### config.mk
export PLATFORM = sky130hd
export DESIGN_NAME = switch_port_rx
export DESIGN_NICKNAME = d
export VERILOG_FILES = /design/src/rtl/l2switch_pkg.sv /design/src/rtl/sync_fifo.sv /design/src/rtl/switch_port_rx.sv
export SDC_FILE = /design/constraint.sdc
export NUM_CORES = 1
export LEC_CHECK = 0
export ABC_CLOCK_PERIOD_IN_PS = 2270
export CAP_MARGIN = 10
export CORE_MARGIN = 2
export CORE_UTILIZATION = 38
export CTS_CLUSTER_DIAMETER = 200
export DETAILED_ROUTE_END_ITERATION = 10
export GPL_ROUTABILITY_DRIVEN = 0
export PLACE_DENSITY = 0.58
export SYNTH_ARGS = -nofsm -noshare
export SYNTH_HDL_FRONTEND = slang
export SYNTH_SLANG_ARGS = --single-unit
### constraint.sdc
create_clock -name clk -period 2.27 [get_ports clk]
set_input_delay 0.454 -clock clk [delete_from_list [all_inputs] [get_ports clk]]
set_output_delay 0.454 -clock clk [all_outputs]
set_load 0.05 [all_outputs]
### src/rtl/l2switch_pkg.sv
`default_nettype none
// ============================================================================
// Module   : l2switch_pkg
// Brief    : Frame layout shared by switch ports and EndDevices.
// Revision : 1.0
// ============================================================================
package l2switch_pkg;

    localparam int         c_sfd_w      = 4;
    localparam logic [3:0] c_sfd        = 4'b0101;
    // Slice the low ADDR_WIDTH bits to get the broadcast address of any port.
    localparam logic [31:0] c_bcast_addr = '1;

    typedef enum logic [0:0] {
        ST_HUNT    = 1'b0,
        ST_COLLECT = 1'b1
    } rx_state_t;

    function automatic int frame_width(input int addr_w, input int payload_w);
        return c_sfd_w + 2 * addr_w + payload_w;
    endfunction

    function automatic int sfd_lsb(input int depth);
        return depth - c_sfd_w;
    endfunction

    function automatic int dest_lsb(input int depth, input int addr_w);
        return depth - c_sfd_w - addr_w;
    endfunction

    function automatic int src_lsb(input int depth, input int addr_w);
        return depth - c_sfd_w - 2 * addr_w;
    endfunction

    function automatic int payload_width(input int depth, input int addr_w);
        return depth - c_sfd_w - 2 * addr_w;
    endfunction

endpackage
`default_nettype wire

### src/rtl/sync_fifo.sv
`default_nettype none
// ============================================================================
// Module   : sync_fifo
// Brief    : Single-clock FIFO, power-of-2 depth, head visible combinationally.
// Revision : 1.0
// ============================================================================
module sync_fifo #(
    parameter int WIDTH = 16,
    parameter int DEPTH = 4
) (
    input  logic                     clk,
    input  logic                     rst,
    input  logic                     wr_en,
    input  logic [WIDTH-1:0]         wr_data,
    input  logic                     rd_en,
    output logic [WIDTH-1:0]         rd_data,
    output logic                     full,
    output logic                     empty,
    output logic [$clog2(DEPTH):0]   count
);

    localparam int                 c_ptr_w = $clog2(DEPTH);
    localparam logic [c_ptr_w:0]   c_full  = (c_ptr_w + 1)'(DEPTH);

    logic [WIDTH-1:0]   r_mem [DEPTH];
    logic [c_ptr_w-1:0] r_wptr;
    logic [c_ptr_w-1:0] r_rptr;
    logic [c_ptr_w:0]   r_count;
    logic               w_rd;
    logic               w_wr;

    assign empty   = (r_count == '0);
    assign full    = (r_count == c_full);
    assign count   = r_count;
    assign rd_data = empty ? '0 : r_mem[r_rptr];

    // A write into a full FIFO is legal only when the head leaves on the same edge.
    assign w_rd = rd_en & ~empty;
    assign w_wr = wr_en & (~full | w_rd);

    always_ff @(posedge clk) begin
        if (w_wr) begin
            r_mem[r_wptr] <= wr_data;
        end
    end

    always_ff @(posedge clk or negedge rst) begin
        if (!rst) begin
            r_wptr  <= '0;
            r_rptr  <= '0;
            r_count <= '0;
        end else begin
            if (w_wr) begin
                r_wptr <= r_wptr + 1'b1;
            end
            if (w_rd) begin
                r_rptr <= r_rptr + 1'b1;
            end
            case ({w_wr, w_rd})
                2'b10:   r_count <= r_count + 1'b1;
                2'b01:   r_count <= r_count - 1'b1;
                default: r_count <= r_count;
            endcase
        end
    end

endmodule
`default_nettype wire

### src/rtl/switch_port_rx.sv
`default_nettype none
// ============================================================================
// Module   : switch_port_rx
// Brief    : Serial ingress port: SFD hunt, deserialise, frame FIFO, MAC learn.
// Revision : 1.0
// ============================================================================
module switch_port_rx #(
    parameter int DEPTH      = 16,
    parameter int ADDR_WIDTH = 4,
    parameter int FIFO_DEPTH = 4,
    parameter int PORT_ID    = 0,
    parameter int PORT_W     = 2
) (
    input  logic                  clk,
    input  logic                  rst,
    input  logic                  rx_bit,
    output logic [DEPTH-1:0]      out_frame,
    output logic                  out_valid,
    input  logic                  out_ready,
    output logic                  learn_valid,
    output logic [ADDR_WIDTH-1:0] learn_src,
    output logic [PORT_W-1:0]     learn_port,
    output logic                  overflow,
    output logic [7:0]            drop_count
);

    import l2switch_pkg::*;

    localparam int                 c_body_w  = DEPTH - c_sfd_w;
    localparam int                 c_cnt_w   = $clog2(c_body_w);
    localparam logic [c_cnt_w-1:0] c_last    = c_cnt_w'(c_body_w - 1);
    localparam int                 c_src_lsb = src_lsb(DEPTH, ADDR_WIDTH);

    rx_state_t              r_state;
    rx_state_t              w_state_nxt;
    logic [c_sfd_w-1:0]     r_win;
    logic [c_sfd_w-1:0]     w_win_nxt;
    logic [c_body_w-1:0]    r_body;
    logic [c_cnt_w-1:0]     r_cnt;
    logic                   w_last;
    logic [DEPTH-1:0]       w_frame;
    logic                   w_pop;
    logic                   w_room;
    logic                   w_push;
    logic                   w_drop;
    logic                   w_fifo_full;
    logic                   w_fifo_empty;
    logic [$clog2(FIFO_DEPTH):0] w_fifo_count;
    logic                   w_unused_count;

    assign w_win_nxt = {r_win[c_sfd_w-2:0], rx_bit};
    assign w_last    = (r_state == ST_COLLECT) && (r_cnt == c_last);
    assign w_frame   = {c_sfd, r_body[c_body_w-2:0], rx_bit};

    assign w_pop     = out_valid & out_ready;
    assign w_room    = ~w_fifo_full | w_pop;
    assign w_push    = w_last & w_room;
    assign w_drop    = w_last & ~w_room;

    assign out_valid      = ~w_fifo_empty;
    assign learn_port     = PORT_W'(PORT_ID);
    assign w_unused_count = ^w_fifo_count;

    always_comb begin
        w_state_nxt = r_state;
        case (r_state)
            ST_HUNT:    if (w_win_nxt == c_sfd) w_state_nxt = ST_COLLECT;
            ST_COLLECT: if (w_last)             w_state_nxt = ST_HUNT;
            default:                            w_state_nxt = ST_HUNT;
        endcase
    end

    always_ff @(posedge clk or negedge rst) begin
        if (!rst) begin
            r_state <= ST_HUNT;
        end else begin
            r_state <= w_state_nxt;
        end
    end

    // The window is held at all ones while collecting so payload bits can
    // never combine with the next frame's preamble into a false SFD.
    always_ff @(posedge clk or negedge rst) begin
        if (!rst) begin
            r_win  <= '1;
            r_body <= '1;
            r_cnt  <= '0;
        end else if (r_state == ST_HUNT) begin
            r_win <= w_win_nxt;
            r_cnt <= '0;
        end else begin
            r_win  <= '1;
            r_body <= {r_body[c_body_w-2:0], rx_bit};
            r_cnt  <= w_last ? '0 : r_cnt + 1'b1;
        end
    end

    always_ff @(posedge clk or negedge rst) begin
        if (!rst) begin
            learn_valid <= 1'b0;
            learn_src   <= '0;
            overflow    <= 1'b0;
            drop_count  <= '0;
        end else begin
            learn_valid <= w_last;
            overflow    <= w_drop;
            if (w_last) begin
                learn_src <= w_frame[c_src_lsb +: ADDR_WIDTH];
            end
            if (w_drop && (drop_count != 8'hFF)) begin
                drop_count <= drop_count + 8'd1;
            end
        end
    end

    sync_fifo #(
        .WIDTH (DEPTH),
        .DEPTH (FIFO_DEPTH)
    ) u_fifo (
        .clk     (clk),
        .rst     (rst),
        .wr_en   (w_push),
        .wr_data (w_frame),
        .rd_en   (w_pop),
        .rd_data (out_frame),
        .full    (w_fifo_full),
        .empty   (w_fifo_empty),
        .count   (w_fifo_count)
    );

endmodule
`default_nettype wire
==> impl_results.md <==
- Crit end category: output pin
- Buf/Inv on CP: 2
- Max Root-Sink Buffers: 2
- Worst hold path class: primary input to async pin
- Worst-path maximum fanout: 4
- RSZ-0062 raised after global routing: yes
- IO Port Bufs: 32
- DR pass1 iterations: 4
- Final period util: 0.980
- Final setup fails: 0
- DR vias: 1814
- Stages on the worst setup path: 4
- Mean Syn Cell Area: 16.3 µm²
- Die H: 101 µm
- Pwr dens: 1270 nW/µm²
- H-tree levels: 3
- Static leakage: 1.78 nW
- Worst reg2reg startpoint: u_fifo.count[0]
- Core area: 9240 µm²
- DP Worst Slack: -0.233 ns
- Gate Count Post-Synth: 222
- Initial antenna violation count: 0
- Post-synthesis sequential area ratio: 0.682
- Drt first-iter violations: 43
- FP Rows: 35
- I/O pin count: 37
- Clock sink count: 88
- Ys Warns: 0
- Synth Cell Area: 3610 µm²
- Worst setup path class: flip-flop to output pin
- Max-Cap Viols: 0
- CTS tree: built
- Rel. slew slack: 0.528
- DRT antenna net count: 0
- CP cell instances: clkbuf_16 -> mux4_2 -> and2_4 -> buf_6
- Clock-pin slew on the worst setup and hold paths: 0.08 ns
- DP HPWL: 3920 µm
- Number of global-route vias before repair: 1856
- Seq cells post-synth: 88
- Layout fillers: 785
- FMAX: 449 MHz
- Hold buffers post-CTS: 0
- Slew Limit Fails: 0
- Initial core utilization: 0.391
- Worst Max-Slew Pin Slew: 0.709 ns
- DP Area: 4150 µm²
- CP peak stage delay: 0.48 ns
- Distinct cells, synth: 31
- Commonest non-fill, non-tap cell in the layout: edfxtp_1
- Critical path origin: u_fifo.r_rptr[0]
- Final worst setup slack: 0.0452 ns
- Reg2Reg Depth: 10
- Fin. Hold Viols: 0
- Crit path max-delay cell type: mux4_2
- GRT Util Overall: 0.127
- Layout cell share with drive strength beyond 1: 0.391
- First-pass GRT wire length: 9700 µm
- Type of origin of the critical path: flip-flop
- Commonest non-fill, non-tap cells in the layout: edfxtp_1, dfrtp_1, nand2_1
- Final nets: 288
- Worst R2R Setup Slack: 0.16 ns
- DR DRC count: 0
- Status: finished clean
- Area grow syn2layout: 24.4%
- Clock Skew: 0.0102 ns
- Overflow after GRT: 0
- R2r endpoint: u_fifo.count[2]
- Worst setup path endpoint: out_frame[3]
- Clk Latency, worst-skew pair: 0.35 ns
- Peak VDD IR: 0.000456 V
- Num CTS Buffers: 9
- Routed WL per cell: 14.7 µm
- Vias per cell: 4.42
- Largest net degree at the start of global routing: 32
- CP Data Arrival Time: 1.77 ns
- Post-route cell area: 4490 µm²
- Req. time, crit path: 1.82 ns
- Power, Total: 5.69 mW
- Ant diodes: 0
- Die Wd: 101 µm
- CP top delay family: multiplexers
- WL final: 6030 µm
- DIE AREA: 10300 µm²
- Clock root buffer: clkbuf_8
- Post-layout min period: 2.22 ns
[stage by stage]
step,hold slack (ns),utilization,std cells,TNS [ns]
finish,0.149,0.486,410,0
global route,0.194,0.486,410,-0.0455
CTS,0.178,0.470,409,0
detailed placement,0.451,0.449,392,-0.238
global placement,0.450,0.449,392,-0.118
floorplan,0.158,-,225,0
[worst min-delay path by stage]
stage	start	endpoint	slack, ns	cells past startpoint
after floorplan	rst	drop_count[0]	0.16	0
final	rst	drop_count[5]	0.15	1
after detailed placement	r_cnt[0]	r_cnt[0]	0.45	1
after global placement	r_cnt[0]	r_cnt[0]	0.45	1
after global routing	rst	drop_count[4]	0.19	1
after CTS	rst	r_cnt[0]	0.18	1
[report_power, final]
group	internal (mW)	total, mW	switching [mW]
Combinational	1.14	2.32	1.18
Clock	0.507	1.02	0.514
Sequential	2.11	2.35	0.247
Total	3.75	5.69	1.94
[kinds of logic after synthesis]
kind of cell	Yosys count	share of synthesized area
flops	88	0.682
simple gates	59	0.0929
mux	25	0.115
buf+inv	22	0.0309
xor+xnor	15	0.0364
fa+ha+maj	8	0.0298
compound gates	4	0.0121
other cells	1	0.00104
[registers in the layout, summed over array words and instances (netlist names), 2 cells and up]
name and cells:
u_fifo.r_rptr 2, drop_count 8, r_cnt 4, learn_src 4
r_win 3, u_fifo.count 3, u_fifo.r_mem 48, u_fifo.r_wptr 2
r_body 11
[what timing repair did]
item | in CTS | in global routing
resized for setup | 3 | 37
endpoints found under the setup margin | 12 | 13
pin swaps | 0 | 9
setup buffers | 1 | 0
gates cloned | 0 | 1
[layer usage]
metal  up-vias  GRT usage  routed length (µm)
met5         -          0                   0
met4         0     0.0593                 119
met3         9     0.0345                 202
met2        35      0.202                2910
met1       894      0.164                2800
li1        876          -                   -
[cell usage after synthesis (all sizes together)]
cell | number | area (µm²)
or2 | 3 | 18.8
xor2 | 9 | 78.8
and2 | 18 | 114
nor4 | 1 | 12.5
mux2 | 12 | 135
nand2 | 19 | 71.3
ha | 7 | 87.6
nor2 | 9 | 33.8
nor4b | 1 | 23.8
xnor2 | 6 | 52.6
conb | 1 | 3.75
o21ai | 2 | 10.0
mux4 | 12 | 270
dfrtp | 26 | 651
clkbuf | 2 | 7.51
edfxtp | 48 | 1440
nand4b | 1 | 23.8
o31ai | 1 | 7.51
nor3 | 2 | 10.0
o311ai | 1 | 26.3
mux2i | 1 | 10.0
fa | 1 | 20.0
inv | 9 | 33.8
nand3 | 4 | 20.0
buf | 10 | 66.3
or3 | 1 | 7.51
dfstp | 14 | 368
clkinv | 1 | 3.75
[layout make-up]
cell class	instances	area [µm²]	share of cell area
Clock buffer	12	135	0.0301
Clock inverter	4	47.5	0.0106
Inverter	10	37.5	0.00836
Multi-Input combinational cell	115	1080	0.240
Sequential cell	88	2460	0.548
Tap cell	129	161	0.0359
Timing Repair Buffer	52	568	0.126
(Power assumes the default switching activity.)
